### src/rtl/seg_scan_pkg.sv
`default_nettype none
// ============================================================================
//  Module   : seg_scan_pkg
//  Purpose  : Shared constants for the seven-segment scan controller.
//             A digit code is 5 bits: bit 4 = decimal point, [3:0] = value.
//  Revision : 1.0  initial release
// ============================================================================
package seg_scan_pkg;

  localparam int          CODE_W      = 5;
  localparam int          CODE_DP_BIT = 4;
  localparam logic [4:0]  CODE_BLANK  = 5'b01111;
  localparam logic [4:0]  CODE_ZERO   = 5'b00000;

endpackage : seg_scan_pkg
`default_nettype wire

### src/rtl/seg_scan_prescaler.sv
`default_nettype none
// ============================================================================
//  Module   : seg_scan_prescaler
//  Purpose  : Free-running divider; counts 0..TICK_DIV-1 and asserts tick
//             combinationally while the count sits at TICK_DIV-1.
//  Revision : 1.0  initial release
// ============================================================================
module seg_scan_prescaler #(
  parameter int TICK_DIV = 100000
) (
  input  logic clk,
  input  logic rst,
  output logic tick
);

  localparam int               CNT_W   = (TICK_DIV > 2) ? $clog2(TICK_DIV) : 1;
  localparam logic [CNT_W-1:0] CNT_MAX = CNT_W'(TICK_DIV - 1);

  logic [CNT_W-1:0] cnt;

  assign tick = (cnt == CNT_MAX);

  // Count up, wrapping to zero on the terminal count.
  always_ff @(posedge clk) begin
    if (rst || tick) begin
      cnt <= '0;
    end else begin
      cnt <= cnt + CNT_W'(1);
    end
  end

endmodule : seg_scan_prescaler
`default_nettype wire

### src/rtl/seg_scan_ctrl.sv
`default_nettype none
// ============================================================================
//  Module   : seg_scan_ctrl
//  Purpose  : Time-multiplexed scan controller for a multi-digit seven-segment
//             display. Frames are accepted into a pending buffer and promoted
//             to the active buffer only at a frame boundary (tear-free).
//             Optional build macro: SEG_SCAN_LZB_EN enables leading-zero
//             blanking, applied when a pending frame is promoted.
//  Revision : 1.0  initial release
// ============================================================================
module seg_scan_ctrl
  import seg_scan_pkg::*;
#(
  parameter int N_DIGITS = 8,
  parameter int TICK_DIV = 100000
) (
  input  logic                       clk,
  input  logic                       rst,
  input  logic                       frame_valid,
  output logic                       frame_ready,
  input  logic [N_DIGITS*CODE_W-1:0] frame_data,
  output logic [CODE_W-1:0]          dig_code,
  output logic [N_DIGITS-1:0]        an_n,
  output logic                       frame_done
);

  localparam int                  IDX_W    = $clog2(N_DIGITS);
  localparam logic [IDX_W-1:0]    IDX_LAST = IDX_W'(N_DIGITS - 1);
  localparam logic [N_DIGITS-1:0] ONE_HOT0 = {{(N_DIGITS-1){1'b0}}, 1'b1};

  logic              tick;
  logic              last_slot;
  logic              boundary;
  logic              accept;
  logic              pending;
  logic [IDX_W-1:0]  idx;
  logic [CODE_W-1:0] frame_code  [N_DIGITS];
  logic [CODE_W-1:0] pending_buf [N_DIGITS];
  logic [CODE_W-1:0] active_buf  [N_DIGITS];
  logic [CODE_W-1:0] promote_buf [N_DIGITS];

  seg_scan_prescaler #(
    .TICK_DIV (TICK_DIV)
  ) u_prescaler (
    .clk  (clk),
    .rst  (rst),
    .tick (tick)
  );

  // Split the flat input frame into per-digit codes.
  for (genvar g = 0; g < N_DIGITS; g++) begin : g_unpack
    assign frame_code[g] = frame_data[g*CODE_W +: CODE_W];
  end

  assign last_slot   = (idx == IDX_LAST);
  assign boundary    = tick && last_slot;
  assign frame_ready = !pending && !rst;
  assign accept      = frame_valid && frame_ready;
  assign frame_done  = boundary && !rst;

`ifdef SEG_SCAN_LZB_EN
  logic blanking;

  // Blank leading plain zeros from the most significant digit down; digit 0 is never blanked.
  always_comb begin
    promote_buf = pending_buf;
    blanking    = 1'b1;
    for (int i = N_DIGITS - 1; i >= 1; i--) begin
      if (blanking && (pending_buf[i] == CODE_ZERO)) begin
        promote_buf[i] = CODE_BLANK;
      end else begin
        blanking = 1'b0;
      end
    end
  end
`else
  // Codes are promoted exactly as accepted.
  always_comb begin
    promote_buf = pending_buf;
  end
`endif

  // Slot index, buffers and registered display outputs.
  always_ff @(posedge clk) begin
    if (rst) begin
      pending  <= 1'b0;
      idx      <= '0;
      dig_code <= CODE_BLANK;
      an_n     <= '1;
      for (int i = 0; i < N_DIGITS; i++) begin
        pending_buf[i] <= CODE_BLANK;
        active_buf[i]  <= CODE_BLANK;
      end
    end else begin
      // Each tick lights the digit of the slot that just elapsed, so the
      // first tick after reset lights digit 0 and digit N-1 shows in the
      // boundary tick from the frame that was active before promotion.
      if (tick) begin
        idx      <= last_slot ? '0 : idx + IDX_W'(1);
        dig_code <= active_buf[idx];
        an_n     <= ~(ONE_HOT0 << idx);
      end
      // Promotion looks at the pending flag as it stood before this cycle,
      // so a frame accepted in the boundary cycle waits a whole frame.
      if (boundary && pending) begin
        active_buf <= promote_buf;
        pending    <= 1'b0;
      end
      if (accept) begin
        pending_buf <= frame_code;
        pending     <= 1'b1;
      end
    end
  end

endmodule : seg_scan_ctrl
`default_nettype wire

### config.mk
export PLATFORM = sky130hd
export DESIGN_NAME = seg_scan_ctrl
export DESIGN_NICKNAME = d
export VERILOG_FILES = /design/src/rtl/seg_scan_pkg.sv /design/src/rtl/seg_scan_prescaler.sv /design/src/rtl/seg_scan_ctrl.sv
export SDC_FILE = /design/constraint.sdc
export NUM_CORES = 1
export LEC_CHECK = 0
export CORE_MARGIN = 2
export CORE_UTILIZATION = 30
export CTS_BUF_LIST = sky130_fd_sc_hd__clkbuf_4 sky130_fd_sc_hd__clkbuf_8
export DETAILED_ROUTE_END_ITERATION = 16
export PLACE_DENSITY = 0.55
export SLEW_MARGIN = 0
export SYNTH_ARGS = -nofsm -noshare
export SYNTH_HDL_FRONTEND = slang
export SYNTH_SLANG_ARGS = --single-unit
### constraint.sdc
create_clock -name clk -period 3.65 [get_ports clk]
set_input_delay 0.365 -clock clk [delete_from_list [all_inputs] [get_ports clk]]
set_output_delay 0.365 -clock clk [all_outputs]
set_load 0.03 [all_outputs]
After elaboration in Yosys (flattened, before gate mapping):

Cells that the tools add are included.

* register bits after elaboration: 114
* input bits: 43
* output and inout bits: 15

* bitwise logic cells: 2
* muxes and demuxes: 6
* $add $sub $neg: 2
* shift operators: 1
* equal/unequal tests: 2
* $lt $le $gt $ge: 1
* reductions and logical operators: 9

Operators with widths (number)
* $add 17x1->17 const B: 1
* $eq 17x17->1 const B: 1
* $bmux 5 s3: 1
* $mux 5: 2
* $not 8->8: 1
* $shl 1x3->8 const A: 1
* $logic_and 1x1->1: 5
* $ge 4x4->1 const B: 1
* $not 3->4: 1
* $add 3x1->3 const B: 1
* $eq 3x3->1 const B: 1
* $mux 3: 1
* $logic_not 1->1: 2
* $mux 1: 2
* $reduce_bool 2->1: 1
* $logic_or 1x1->1: 1

Longest topological paths before layout:

* depth after elaboration: 5
* depth in mapped cells: 8
* gate-level depth less buffers: 6

Hierarchy:

From an unflattened synthesis, not the netlist that was laid out.

* cells, all modules: 557
* area, all modules: 4699.5 µm²

Modules (own cells, without submodules)
* seg_scan_ctrl: cells each 469, area each 3902.5 µm², seq. area each 1941.9 µm², times used 1
* seg_scan_prescaler: cells each 88, area each 797.0 µm², seq. area each 340.3 µm², times used 1

Worst setup path before layout:

No wires, ideal clock.

* path kind: flip-flop to output port
* start: reg u_prescaler.cnt[0]
* end: out frame_done
* buffers on the path: 2
* stages on the path, launching flop included: 7
* arrival time: 1.644 ns
* path slack: 1.641 ns
* data required time: 3.285 ns
* cells stage by stage: dfxtp_1 -> ha_1 -> and4b_1 -> and3_1 -> buf_2 -> buf_2 -> and3_1

* word-level cells in the longest chain between the ends: 3

RTL lines
* from (decl): line seg_scan_prescaler.sv:19 `logic [CNT_W-1:0] cnt;`
* from (signal assigned): line seg_scan_prescaler.sv:28 `cnt <= cnt + CNT_W'(1);`
* $eq 17x17->1: line seg_scan_prescaler.sv:21 `assign tick = (cnt == CNT_MAX);`
* $logic_and 1x1->1: line seg_scan_ctrl.sv:56 `assign boundary = tick && last_slot;`
* $logic_and 1x1->1: line seg_scan_ctrl.sv:59 `assign frame_done = boundary && !rst;`
* to (decl): line seg_scan_ctrl.sv:24 `output logic frame_done`

Every way passes these cells.

Worst setup path in the final report:

Ends and elaborated chain as after synthesis.

==> impl_results.rst <==
.. list-table::
   :header-rows: 1

   * - Metric
     - Value
   * - Hold WC Path Type
     - in -> reg
   * - Worst Setup End Kind
     - output pin
   * - Terminus of the critical flop-to-flop path
     - active_buf[10]
   * - Post-Syn Area
     - 4740 µm²
   * - Fraction of the cycle the final worst path needs
     - 88.58%
   * - Reg-to-reg startpoint
     - u_prescaler.cnt[0]
   * - Clock tree skew after final layout
     - between 10 and 15 ps
   * - Final setup violating endpoints
     - 0
   * - Gates resized, CTS repair
     - 0
   * - Pin count of the biggest net entering global routing
     - around 100
   * - Final Hold Fails
     - 0
   * - Buffer count from post-CTS setup fixing
     - 0
   * - Overall fraction of global-route tracks in use
     - 12.93%
   * - Worst reg2reg setup slack
     - around 1300 ps
   * - Synthesized net count
     - 574
   * - Iteration count of the initial detailed-routing pass
     - 6
   * - Max Clock Freq
     - 309.3 MHz
   * - Worst setup slack before clock tree synthesis
     - 884.9 ps
   * - Async set or reset register ratio after synthesis
     - 0%
   * - Count of mapped cells out of synthesis
     - 524
   * - Clock transition at the registers of the reported paths
     - approximately 80 ps
   * - Worst slew margin
     - 21.73%
   * - Antenna cell count
     - 0
   * - Number of cells traversed by the worst register-to-register path
     - 5
   * - Data required time of the worst path
     - 3280 ps
   * - Global-route wire length before repair
     - about 17000 µm
   * - Routed wire length
     - 10260 µm
   * - Area contributors post-synth
     - dfxtp_1, mux2i_1, nor2_1
   * - Part of the total power dissipated in the clock network
     - a little over two fifths
   * - Category of the most critical setup path
     - reg -> out
   * - Post-layout nets
     - approximately 620
   * - Io pins
     - between 50 and 60
   * - Average footprint of a synthesized cell
     - 9.045 µm²
   * - Starting density of the core
     - 30.95%
   * - Detail Route Antenna Nets
     - 0
   * - Crit path to
     - frame_done
   * - Net switching power
     - ~0.00060 W
   * - Row cnt
     - 45
   * - Die outline height
     - 129.7 µm
   * - Peak supply drop
     - 0.2011 mV
   * - Reported leakage power
     - 2.185 nW
   * - Clock tree from TritonCTS
     - yes
   * - Critical path origin
     - u_prescaler.cnt[0]
   * - Cell internal pwr
     - 0.001877 W
   * - Min Clock Period, post-route
     - 3233 ps
   * - Die area
     - 16820 µm²
   * - Count of clock tree sinks
     - 114
   * - Total gr overflow
     - 0
   * - Largest buffer count on any clock path
     - 2
   * - Switching share of power
     - 24.33%
   * - Setup repair after global routing missed its margin
     - false
   * - Cell type with the highest aggregate area in the netlist
     - dfxtp_1
   * - Number of levels the H-tree was split into
     - 4
   * - Share of layout cells above drive strength 1
     - 8.492%
   * - Final Slew Violations
     - 0
   * - Number of distinct library cell variants in the gate-level netlist after synthesis
     - 38
   * - DR WL/cell
     - around 13 µm
   * - Synth-to-Final Area Change
     - 21.52%
   * - Part of the power in combinational logic
     - 5.4%
   * - EDFF count, synth
     - 0
   * - Run status
     - complete, no violations
   * - TritonCTS Buffers
     - 17
   * - Number of buffer cells added on primary ports
     - 57
   * - Final HPWL DP
     - 6880 µm
   * - Sequential Power Share
     - between 50% and 60%
   * - Via count of the first global-routing pass
     - 3643
   * - Routed vias/inst
     - 4.661
   * - PD cells
     - between 400 and 500 nW/µm²
   * - Max-cap violations
     - 0
   * - Clock latency reported for the late side of the worst-skew pair
     - 430 ps
   * - Root buffer cell
     - clkbuf_8
   * - Startpoint class of the critical path
     - flop
   * - Initial antenna violation count
     - 0
   * - Die extent in x
     - 129.7 µm
   * - GP Congestion
     - 0.7703
   * - Worst Max-Slew Pin Slew
     - around 1200 ps
   * - Placeable core region
     - 15310 µm²
   * - Data arrival time of the critical path
     - 2870 ps
   * - Post-synthesis sequential element count
     - around 110
   * - First-iteration detailed-routing DRC count
     - 241
   * - Count of yosys warnings during synthesis
     - 0
   * - Quantity of hold-fixing buffers added after cts
     - 0
   * - Count of unresolved DRC violations after routing
     - 0
   * - Top cell type's share of synthesized area
     - between 40% and 50%
   * - Maximum fanout encountered on the critical timing path
     - 18
   * - Final worst slack
     - roughly 420 ps
   * - Portion of the post-synthesis area used by sequential elements
     - 48.15%
   * - Via Count
     - 3673
   * - Setup TNS after final layout
     - 0 ps
   * - Top FF cell, synth
     - dfxtp_1
## flip-flops by register name, summed over array words and instances (netlist names)
register         cells
pending              1
idx                  3
an_n                 8
pending_buf         40
active_buf          40
u_prescaler.cnt     17
dig_code             5
## per-layer routing
| layer | vias to the layer above | part of all wire (%) | track usage [%] |
|---|---|---|---|
| met1 | 1703 | 45 | 15.61 |
| li1 | 1882 | - | - |
| met3 | 16 | 4.1 | 3.936 |
| met5 | - | 0 | 0 |
| met4 | 0 | 1.8 | 5.313 |
| met2 | 72 | 49 | 21.53 |
## cells by family (layout without fill, tap and decap cells)
logic type / after synthesis / in the layout / synth area share (%)
DFF: 114 / 114 / 48.15
AOI/OAI and AO/OA: 82 / 82 / 9.451
adders and majority gates: 7 / 7 / 1.848
muxes: 46 / 46 / 12.35
xor gates and xnor gates: 14 / 14 / 2.587
and+or+nand+nor: 216 / 216 / 20.96
buffers and inverters: 45 / 98 / 4.646
## cells in the mapped netlist, drive strengths merged (2+ instances only)
cell type,number
buf,15
nand2b,8
nor3,9
inv,6
a21oi,16
and3,4
mux4,10
xnor2,12
clkbuf,24
nor4,8
and2,7
nand3,10
a211oi,4
xor2,2
nand2,56
o21bai,4
or3,2
mux2i,36
ha,7
nand4,14
dfxtp,114
nor2,90
o21ai,50
nor3b,4
a31oi,4
## how the worst min path moves through the flow
| stage | endpoint | cells after the start | slack, ps | from |
|---|---|---|---|---|
| 2_1_floorplan | u_prescaler.cnt[0] | 1 | 440 | u_prescaler.cnt[0] |
| 3_5_place_dp | active_buf[24] | 2 | 470 | active_buf[24] |
| 5_1_grt | an_n[7] | 3 | 310 | rst |
| 4_1_cts | an_n[7] | 3 | 300 | rst |
| 3_3_place_gp | active_buf[39] | 2 | 460 | active_buf[39] |
| 6_report | an_n[7] | 3 | 330 | rst |
## power groups by stage
stage	Combinational, W	Clock, W	Sequential, W
CTS	0.000138	0.00107	0.00131
floorplan	0.0000740	0	0.00133
global route	0.000152	0.00113	0.00131
finish	0.000134	0.00104	0.00131
detailed placement	0.000136	0	0.00134
global placement	0.000134	0	0.00133
## layout make-up
cell class | count | area, µm²
Clock buffer | 20 | 275.3
Clock inverter | 11 | 81.33
Fill cell | 1591 | 9555
Inverter | 6 | 22.52
Multi-Input combinational cell | 365 | 2238
Sequential cell | 114 | 2282
Tap cell | 211 | 264.0
Timing Repair Buffer | 61 | 595.6
## placed cells by master (no fill, tap or decap), drive strengths merged, types with 2 or more instances in the layout
cell / count
a211oi: 4
a21oi: 16
a31oi: 4
and2: 7
and3: 4
buf: 5
clkbuf: 20
clkdlybuf4s50: 56
clkinv: 3
clkinvlp: 6
dfxtp: 114
ha: 7
inv: 8
mux2i: 36
mux4: 10
nand2: 56
nand2b: 8
nand3: 10
nand4: 14
nor2: 90
nor3: 9
nor3b: 4
nor4: 8
o21ai: 50
o21bai: 4
or3: 2
xnor2: 12
xor2: 2
## worst max-delay path: stages, from the launching register on
cell	delay, ps
dfxtp_1	410
ha_1	280
and4b_1	260
and3_1	560
and3_1	250
clkdlybuf4s50_1	670
## per-stage QoR
step / power, W / cell area [µm²] / hold slack (ps) / util, % / std cells
2_1_floorplan: 0.001404 / 4740 / 440.6 / - / 524
3_3_place_gp: 0.001468 / 5403 / 456.4 / 35.28 / 757
3_5_place_dp: 0.001471 / 5403 / 466.3 / 35.28 / 757
4_1_cts: 0.002515 / 5759 / 298.0 / 37.61 / 788
5_1_grt: 0.002588 / 5759 / 307.7 / 37.61 / 788
6_report: 0.002481 / 5759 / 328.6 / 37.61 / 788
Power figures use the tool's default switching activity.
